`src/rtl/spi_frame_master_nch.sv`:
```
// ---------------------------------------------------------------------------
// spi_frame_master_nch
//
// Multi-lane SPI frame transmitter. Each rising edge of the asynchronous
// simulation clock SIMCK launches one frame carrying NCH words of WIDTH bits,
// one word per data lane, all lanes sharing a single SCK / SSEL pair.
//
// Optional feature macro: SPI_FRAME_PARITY_EN
//   defined   -> every lane appends an even-parity bit as an extra bit cell
//   undefined -> WIDTH bit cells per frame, no parity logic
//
// Ports:
//   clk          system clock, everything on the rising edge
//   reset        synchronous, active-low reset
//   en           1 = frame triggers are accepted
//   clkdiv       SCK half-period minus one, in clk cycles
//   SIMCK        asynchronous frame trigger (rising edge)
//   data_in      lane k word = data_in[k*WIDTH +: WIDTH]
//   SCK          serial clock, idle low
//   SSEL         frame select, active low, idle high
//   DATA_OUT     per-lane serial data, MSB first
//   busy         high from LOAD through GAP
//   frame_done   one-cycle pulse on the cycle SSEL returns high
//   overrun_cnt  saturating count of triggers dropped while not idle
// ---------------------------------------------------------------------------
module spi_frame_master_nch #(
    parameter int NCH   = 2,
    parameter int WIDTH = 32,
    parameter int DIV_W = 24
) (
    input  logic                   clk,
    input  logic                   reset,
    input  logic                   en,
    input  logic [DIV_W-1:0]       clkdiv,
    input  logic                   SIMCK,
    input  logic [NCH*WIDTH-1:0]   data_in,
    output logic                   SCK,
    output logic                   SSEL,
    output logic [NCH-1:0]         DATA_OUT,
    output logic                   busy,
    output logic                   frame_done,
    output logic [15:0]            overrun_cnt
);

`ifdef SPI_FRAME_PARITY_EN
    localparam int B = WIDTH + 1;
`else
    localparam int B = WIDTH;
`endif
    localparam int HW  = DIV_W + 1;    // holds clkdiv+1 without overflow
    localparam int CW  = DIV_W + 2;    // holds 2H-1 for the gap phase
    localparam int BCW = $clog2(B);

    typedef enum logic [2:0] {
        ST_IDLE,
        ST_LOAD,
        ST_SETUP,
        ST_SHIFT,
        ST_GAP
    } state_t;

    state_t                  state_q, state_d;
    logic                    s1_q, s1_d, s2_q, s2_d, s3_q, s3_d;
    logic [HW-1:0]           h_q, h_d;
    logic [CW-1:0]           cnt_q, cnt_d;
    logic [BCW-1:0]          bit_q, bit_d;
    logic [NCH-1:0][B-1:0]   sh_q, sh_d;
    logic                    sck_q, sck_d;
    logic                    ssel_q, ssel_d;
    logic                    busy_q, busy_d;
    logic                    done_q, done_d;
    logic [15:0]             ovr_q, ovr_d;
    logic                    trig;

    assign trig = s2_q & ~s3_q;

    // State register and all registered outputs. The shift registers double
    // as the DATA_OUT drivers, so clearing them also idles the data lanes.
    always_ff @(posedge clk) begin
        if (!reset) begin
            state_q <= ST_IDLE;
            s1_q    <= 1'b0;
            s2_q    <= 1'b0;
            s3_q    <= 1'b0;
            h_q     <= '0;
            cnt_q   <= '0;
            bit_q   <= '0;
            sh_q    <= '0;
            sck_q   <= 1'b0;
            ssel_q  <= 1'b1;
            busy_q  <= 1'b0;
            done_q  <= 1'b0;
            ovr_q   <= 16'd0;
        end else begin
            state_q <= state_d;
            s1_q    <= s1_d;
            s2_q    <= s2_d;
            s3_q    <= s3_d;
            h_q     <= h_d;
            cnt_q   <= cnt_d;
            bit_q   <= bit_d;
            sh_q    <= sh_d;
            sck_q   <= sck_d;
            ssel_q  <= ssel_d;
            busy_q  <= busy_d;
            done_q  <= done_d;
            ovr_q   <= ovr_d;
        end
    end

    // Next-state logic. cnt_q counts down the cycles left in the current
    // SCK phase; bit_q counts completed bit cells within SHIFT.
    always_comb begin
        s1_d    = SIMCK;
        s2_d    = s1_q;
        s3_d    = s2_q;
        state_d = state_q;
        h_d     = h_q;
        cnt_d   = cnt_q;
        bit_d   = bit_q;
        sh_d    = sh_q;
        sck_d   = sck_q;
        ssel_d  = ssel_q;
        busy_d  = busy_q;
        done_d  = 1'b0;
        ovr_d   = ovr_q;

        // A trigger outside IDLE (including the last GAP cycle) is dropped.
        if (trig && (state_q != ST_IDLE) && (ovr_q != 16'hFFFF))
            ovr_d = ovr_q + 16'd1;

        case (state_q)
            ST_IDLE: begin
                if (trig && en) begin
                    state_d = ST_LOAD;
                    busy_d  = 1'b1;
                end
            end
            ST_LOAD: begin
                h_d    = {1'b0, clkdiv} + HW'(1);
                cnt_d  = {2'b00, clkdiv};
                ssel_d = 1'b0;
                for (int k = 0; k < NCH; k++) begin
`ifdef SPI_FRAME_PARITY_EN
                    sh_d[k] = {data_in[k*WIDTH +: WIDTH], ^data_in[k*WIDTH +: WIDTH]};
`else
                    sh_d[k] = data_in[k*WIDTH +: WIDTH];
`endif
                end
                state_d = ST_SETUP;
            end
            ST_SETUP: begin
                if (cnt_q == '0) begin
                    state_d = ST_SHIFT;
                    sck_d   = 1'b1;
                    cnt_d   = {1'b0, h_q} - CW'(1);
                    bit_d   = '0;
                end else begin
                    cnt_d = cnt_q - CW'(1);
                end
            end
            ST_SHIFT: begin
                if (cnt_q != '0) begin
                    cnt_d = cnt_q - CW'(1);
                end else if (sck_q) begin
                    // Falling SCK edge: present the next bit on every lane.
                    sck_d = 1'b0;
                    cnt_d = {1'b0, h_q} - CW'(1);
                    for (int k = 0; k < NCH; k++)
                        sh_d[k] = {sh_q[k][B-2:0], 1'b0};
                end else if (bit_q == BCW'(B - 1)) begin
                    // End of the hold time of the last cell.
                    state_d = ST_GAP;
                    ssel_d  = 1'b1;
                    done_d  = 1'b1;
                    sh_d    = '0;
                    cnt_d   = {h_q, 1'b0} - CW'(1);
                end else begin
                    bit_d = bit_q + BCW'(1);
                    sck_d = 1'b1;
                    cnt_d = {1'b0, h_q} - CW'(1);
                end
            end
            ST_GAP: begin
                if (cnt_q == '0) begin
                    state_d = ST_IDLE;
                    busy_d  = 1'b0;
                end else begin
                    cnt_d = cnt_q - CW'(1);
                end
            end
            default: begin
                state_d = ST_IDLE;
            end
        endcase
    end

    // Each lane drives the MSB of its shift register.
    always_comb begin
        DATA_OUT = '0;
        for (int k = 0; k < NCH; k++)
            DATA_OUT[k] = sh_q[k][B-1];
    end

    assign SCK         = sck_q;
    assign SSEL        = ssel_q;
    assign busy        = busy_q;
    assign frame_done  = done_q;
    assign overrun_cnt = ovr_q;

endmodule

```
`config.mk`:
```
export PLATFORM = sky130hd
export DESIGN_NAME = spi_frame_master_nch
export DESIGN_NICKNAME = d
export VERILOG_FILES = /design/src/rtl/spi_frame_master_nch.sv
export SDC_FILE = /design/constraint.sdc
export NUM_CORES = 1
export LEC_CHECK = 0
export CORE_ASPECT_RATIO = 1.4
export CORE_MARGIN = 2
export CORE_UTILIZATION = 33
export CTS_BUF_LIST = sky130_fd_sc_hd__clkbuf_2
export CTS_CLUSTER_SIZE = 8
export DETAILED_ROUTE_END_ITERATION = 12
export PLACE_DENSITY = 0.55
export SLEW_MARGIN = 15
export SYNTH_ARGS = -nofsm -noshare
export SYNTH_HDL_FRONTEND = slang
export SYNTH_SLANG_ARGS = --single-unit
```
`constraint.sdc`:
```
create_clock -name clk -period 3.3 [get_ports clk]
set_clock_uncertainty 0.1 [all_clocks]
set_input_delay 0.495 -clock clk [delete_from_list [all_inputs] [get_ports clk]]
set_output_delay 0.495 -clock clk [all_outputs]
set_load 0.01 [all_outputs]
```
==> results of run 1 <==
[state kept, by name (all words and copies together) (netlist names)]
register and count:
state_q 3, sh_q 62, cnt_q 26, overrun_cnt 16, SSEL 1, bit_q 5, busy 1, DATA_OUT 2
s3_q 1, frame_done 1, s2_q 1, SCK 1, h_q 25, s1_q 1
[through the flow]
step | worst slack (ns) | hold slack [ns] | cells
after global placement | 0.457 | 0.331 | 1468
after floorplan | 0.534 | 0.312 | 1080
after detailed placement | 0.401 | 0.330 | 1468
final | 0.326 | 0.168 | 1501
after global routing | 0.163 | 0.0784 | 1501
after CTS | 0.350 | 0.0798 | 1500
[cell usage in the layout, fill, tap and decap left out, types with 17 or more instances in the layout]
master and count:
nor3_1 28, xor2_1 25, o21ai_0 46, nand2_1 109, xnor2_1 44, dfxtp_1 145, nor2_1 143, clkbuf_2 19
buf_4 45, nand3_1 83, a21oi_1 60, a211oi_1 19, o22ai_1 17, clkdlybuf4s50_1 113, a311oi_1 62
[cell type report]
type | instances | area share (%)
Antenna cell | 1 | 0.0247
Clock buffer | 19 | 0.938
Clock inverter | 13 | 1.58
Inverter | 10 | 0.383
Multi-Input combinational cell | 834 | 48.8
Sequential cell | 146 | 28.9
Tap cell | 315 | 3.89
Timing Repair Buffer | 163 | 15.5
[worst paths after layout]
check / from / endpoint / slack (ns) / depth (start not counted)
hold / removal: data_in[56] / sh_q[56] / 0.17 / 3
hold reg to reg: s1_q / s2_q / 0.37 / 1
setup / recovery: h_q[0] / cnt_q[17] / 0.33 / 9
setup reg to reg: h_q[0] / cnt_q[17] / 0.33 / 9
[worst max-delay path, delay by kind of cell, from the launching register on]
family	cells	cell delay [ns]
AOI/OAI and AO/OA	2	0.33
and+or+nand+nor	3	1.34
buffers and inverters	2	0.29
xor gates and xnor gates	1	0.21
DFF	1	0.41
adders and majority gates	1	0.19
[kinds of logic (layout without fill, tap and decap cells)]
group | Yosys count | in the layout | synth area share, %
fa+ha+maj | 7 | 7 | 1.06
compound gates | 272 | 272 | 22.7
flops | 146 | 146 | 35.4
other cells | 0 | 1 | 0
mux | 6 | 6 | 0.742
xor+xnor | 69 | 69 | 7.31
simple gates | 480 | 480 | 27.9
buf+inv | 100 | 205 | 4.87
[power by group]
part           switching, mW  leakage [nW]  internal (mW)
clock                  0.719         0.154          0.429
sequential            0.0833          1.19           1.86
combinational          0.753          2.21          0.576
total                   1.56          3.55           2.86
[metal layers]
| metal | vias to the layer above | GRT usage (%) | part of all wire, % |
|---|---|---|---|
| met5 | - | 0 | 0 |
| met4 | 0 | 8.71 | 3.3 |
| met3 | 56 | 3.63 | 4.3 |
| met2 | 257 | 36.7 | 50 |
| met1 | 3999 | 24.7 | 42 |
| li1 | 4171 | - | - |
==> out/metrics.csv, run 1 <==
stage,metric,value,unit
yosys,Synth cell types,66,
sta,fin crit share,90.1,%
die,Initial Util,33.5,%
setup_path,startpoint types,flip-flop,
cells_and_area,"Design Area, Final",10100,µm²
sta,fin crit period,2.97,ns
sta,worst slew pin tran,0.678,ns
setup_path,critical path class,flip-flop to flip-flop,
yosys,post-synth top area cell,dfxtp_1,
detailed_routing,drt pass-1 iters,7,
clock_network,htree depth,4,
cells_and_area,Reg area,2920,µm²
detailed_routing,vias per std cell,5.65,
yosys,"top cells by count, synth","146 x dfxtp_1, 143 x nor2_1, 110 x nand2_1",
yosys,ys async rst share,0,%
sta,relative slew slack,54.4,%
detailed_routing,final WL,27100,µm
yosys,synthesized area per cell,7.66,µm²
grt,first-pass GRT wire length,42900,µm
clock_network,Root Buffer,clkbuf_2,
detailed_routing,DRT iter0 DRCs,563,
die,num rows,68,
die,# IOs,114,
yosys,Post-Syn Instances,1080,
die,die area,26400,µm²
pwr,P_leak,3.55,nW
clock_network,clk buf depth,2,
sta,unrepaired setup endpoints after global routing,false,
clock_network,# Post-CTS Setup Buffers,0,
detailed_routing,DR WL/cell,18.1,µm
sta,final hold violation count,0,
sta,max frequency,0.336,GHz
setup_path,CP max stage cell,or4b_1,
yosys,sequential-to-total area share from yosys stat,35.4,%
detailed_routing,vias,8483,
clock_network,CTS tree,yes,
yosys,Synth top area share,35.4,%
clock_network,Worst-path clk slew,0.24,ns
placed_design,placed cell areas,9880,µm²
cells_and_area,fill cell count,2585,
detailed_routing,DR DRC count,0,
pwr,peak supply drop,0.000180,V
clock_network,cts hold-fix bufs,0,
grt,GRT Residual Overflow,0,
setup_path,Worst Setup End Kind,flip-flop,
placed_design,post-DP HPWL,19400,µm
grt,largest net degree at the start of global routing,68,
yosys,most used flip-flop cell after synthesis,dfxtp_1,
detailed_routing,Post-DRT Antenna Nets,0,
setup_path,WP data arrival,3.52,ns
yosys,#FFs+latches synth,146,
min_path,Min-Delay Path Class,input port to flip-flop,
cells_and_area,Multi-input gate area,4950,µm²
yosys,Yosys warning count,0,
run,max_cap viols,0,
die,Die Span X,138,µm
outcome,status,"complete, no violations",
yosys,number of synthesized flops with an enable pin,0,
setup_path,CP cell instances,inv_1 > ha_1 > or4b_1 > buf_4 > or4_1 > nor3_1 > xnor2_1 > o21ai_0 > o211a_1,
clock_network,# clock sinks,146,
sta,Post-Route Setup TNS,0,ns
clock_network,worst skew pair latency,0.77,ns
grt,gr usage total,20.8,%
pwr,PD cells,436,nW/µm²
placed_design,Port Buffer Count,113,
die,Core ar.,24700,µm²
sta,fin. max-slew vios,0,
cells_and_area,Area Overhead vs Synth,22.6,%
grt,initial antenna violation count,1,
setup_path,"Req. time, crit path",3.85,ns
cells_and_area,"Core Util, Final",41.1,%
cells_and_area,Layout Nets,1271,
pwr,total power,4.42,mW
clock_network,total CTS buffers,17,
clock_network,post-cts resize count,0,
die,Die Y,191,µm
placed_design,gpl congestion,0.902,
yosys,synthesized area,8270,µm²
sta,final-report setup violation count,0,
setup_path,Max stage delay on crit path,0.52,ns
yosys,syn_nets,1179,
setup_path,worst-path fanout max,6,
yosys,"count leader, synth",dfxtp_1,
cells_and_area,share of layout cells above drive strength 1,8.78,%
yosys,top post-synthesis cells by area,"dfxtp_1 35%, a311oi_1 6.6%, nor2_1 6.5%",
grt,vias in the first global route,8081,
Note: power is estimated with default switching activity, not from simulation.
==> run 2, diff against run 1 <==
- MAX_ROUTING_LAYER: unset -> met4
- clock period: 3.3 -> 2.75 ns (I/O delays scaled with it)
==> run 2 against run 1 <==
Net effect:
- fmax is 8.7% higher
- clock power grew 27%
- wire length increased by 2.6%
- core utilization increased by 2.5 points
- sequential power increased by 20%
- via count rose by 1.9%
- register-to-register slack worse by 0.31 ns
- sequential share of layout area down 1.6 points
- critical path depth shrank 1
- count of clock-buffer cells in the layout is 2 lower
- combinational power rose by 36%
- first-iteration DRC count rose by 3.4%
- critical path type unchanged
- largest power group unchanged
==> out/metrics.csv, run 2 (synthesis gave the netlist of run 1 again) <==
stage,metric,value,unit
outcome,status,"complete, no violations",
pwr,Seq pwr share,41.5,%
pwr,Internal Power,3.65,mW
grt,GRT Residual Overflow,0,
cells_and_area,Layout Nets,1327,
sta,relative slew slack,48.8,%
min_path,worst hold stages,3,
cells_and_area,most frequent cells in the layout,"142 x dfxtp_1, 142 x nor2_1, 113 x clkdlybuf4s50_1",
cells_and_area,Area Overhead vs Synth,29.9,%
die,Core ar.,24700,µm²
detailed_routing,DR DRC count,0,
detailed_routing,drt pass-1 iters,5,
pwr,peak supply drop,0.000267,V
cells_and_area,max FFs per register,62,
die,num rows,68,
clock_network,CTS tree,yes,
sta,worst slew pin tran,0.760,ns
pwr,P_sw,1.94,mW
grt,initial antenna violation count,1,
clock_network,htree depth,4,
setup_path,Worst Setup End Kind,flip-flop,
detailed_routing,DR WL/cell,17.9,µm
setup_path,R2R depth,8,
cells_and_area,Biggest register,sh_q,
detailed_routing,Post-DRT Antenna Nets,0,
setup_path,worst-path fanout max,3,
die,die area,26400,µm²
pwr,PD cells,520,nW/µm²
cells_and_area,share of layout cells above drive strength 1,13.4,%
sta,Post-Route Setup TNS,0,ns
sta,max frequency,0.365,GHz
cells_and_area,"Design Area, Final",10700,µm²
clock_network,# clock sinks,146,
sta,fin crit period,2.74,ns
setup_path,WP data arrival,3.31,ns
sta,final hold violation count,0,
grt,largest net degree at the start of global routing,70,
run,max_cap viols,0,
sta,final-report setup violation count,0,
sta,fin. max-slew vios,0,
die,# IOs,114,
placed_design,Port Buffer Count,113,
placed_design,placed insts,1509,
clock_network,Root Buffer,clkbuf_2,
detailed_routing,final WL,27800,µm
setup_path,"Req. time, crit path",3.33,ns
die,Die Span X,138,µm
grt,first-pass GRT wire length,44600,µm
sta,final hold slack,0.0762,ns
cells_and_area,biggest regs,"sh_q (62), cnt_q (26), h_q (25)",
min_path,Min-Delay Path Class,input port to flip-flop,
placed_design,gpl congestion,0.940,
cells_and_area,fill cell count,2556,
pwr,Gate power share,32.4,%
die,Die Y,191,µm
grt,gr usage total,22.2,%
die,Initial Util,33.5,%
clock_network,Worst-path clk slew,0.23,ns
pwr,Sw Ratio,34.7,%
clock_network,clk buf depth,2,
grt,vias in the first global route,8514,
detailed_routing,DRT iter0 DRCs,582,
setup_path,critical path class,flip-flop to flip-flop,
detailed_routing,vias per std cell,5.55,
pwr,P_leak,3.87,nW
sta,unrepaired setup endpoints after global routing,true,
sta,fin crit share,99.5,%
cells_and_area,post-route insts no fill,1557,
clock_network,total CTS buffers,17,
clock_network,worst skew pair latency,0.78,ns
placed_design,post-DP HPWL,20100,µm
setup_path,startpoint types,flip-flop,
placed_design,placed cell areas,10200,µm²
pwr,Clock Power Share,26.1,%
detailed_routing,vias,8644,
-- run 2: cell types whose count changed in the layout (fill, tap and decap cells not counted), moves of 3 or more --
cell           change
dfxtp_1            -3
dlygate4sd3_1     +11
or4_4              +5
clkinv_1           +3
buf_4             +42
or4_1              -5
-- run 2: stage by stage --
| step | setup slack, ns | util [%] | power [mW] |
|---|---|---|---|
| 2_1_floorplan | -0.00390 | - | 3.36 |
| 3_3_place_gp | 0.000588 | 41.4 | 4.04 |
| 3_5_place_dp | -0.0437 | 41.4 | 4.05 |
| 4_1_cts | -0.00505 | 43.1 | 5.56 |
| 5_1_grt | -0.0663 | 43.5 | 5.88 |
| 6_report | 0.0138 | 43.5 | 5.58 |
-- run 2: final cells by class --
cell class                      count  area, µm²  share of cell area, %
Tap cell                          315        394                   3.67
Multi-Input combinational cell    835       5060                   47.2
Timing Repair Buffer              218       2030                   18.9
Antenna cell                        1       2.50                 0.0233
Sequential cell                   146       2930                   27.3
Clock buffer                       17       85.1                  0.792
Clock inverter                     15        190                   1.77
Inverter                           10       38.8                  0.361
-- run 2: power by group through the flow --
stage,registers (mW),clock network [mW],logic (mW)
floorplan,2.33,0,1.02
global placement,2.35,0,1.69
detailed placement,2.35,0,1.70
CTS,2.31,1.51,1.74
global route,2.33,1.59,1.95
finish,2.32,1.46,1.81
-- run 2: repair_timing --
action | in CTS | in global routing
hold buffers | 11 | 0
gates resized for setup | 9 | 17
cloned | 0 | 1
pin swaps | 3 | 5
setup buffers | 0 | 3
setup endpoints to repair | 3 | 75
hold endpoints to repair | 11 | 0
-- run 2: worst paths after layout --
kind / from / endpoint / slack (ns)
setup / recovery: h_q[1] / cnt_q[23] / 0.01
hold / removal: data_in[57] / sh_q[57] / 0.08
setup reg to reg: h_q[1] / cnt_q[23] / 0.01
hold reg to reg: s1_q / s2_q / 0.36
-- run 2: critical path, cell delays in order, from the launching register on --
cell and delay [ns]:
dfxtp_2 0.38, inv_2 0.06, ha_4 0.14, or4b_4 0.48, or4b_4 0.52, or4_4 0.47
xnor2_4 0.16, a221oi_2 0.23, o22ai_1 0.09
-- run 2: routing by layer --
layer	share of wire, %	global-route usage [%]
met1	43	25.8
met2	50	37.2
met3	4.0	3.82
met4	3.9	10.1
met5	0	-
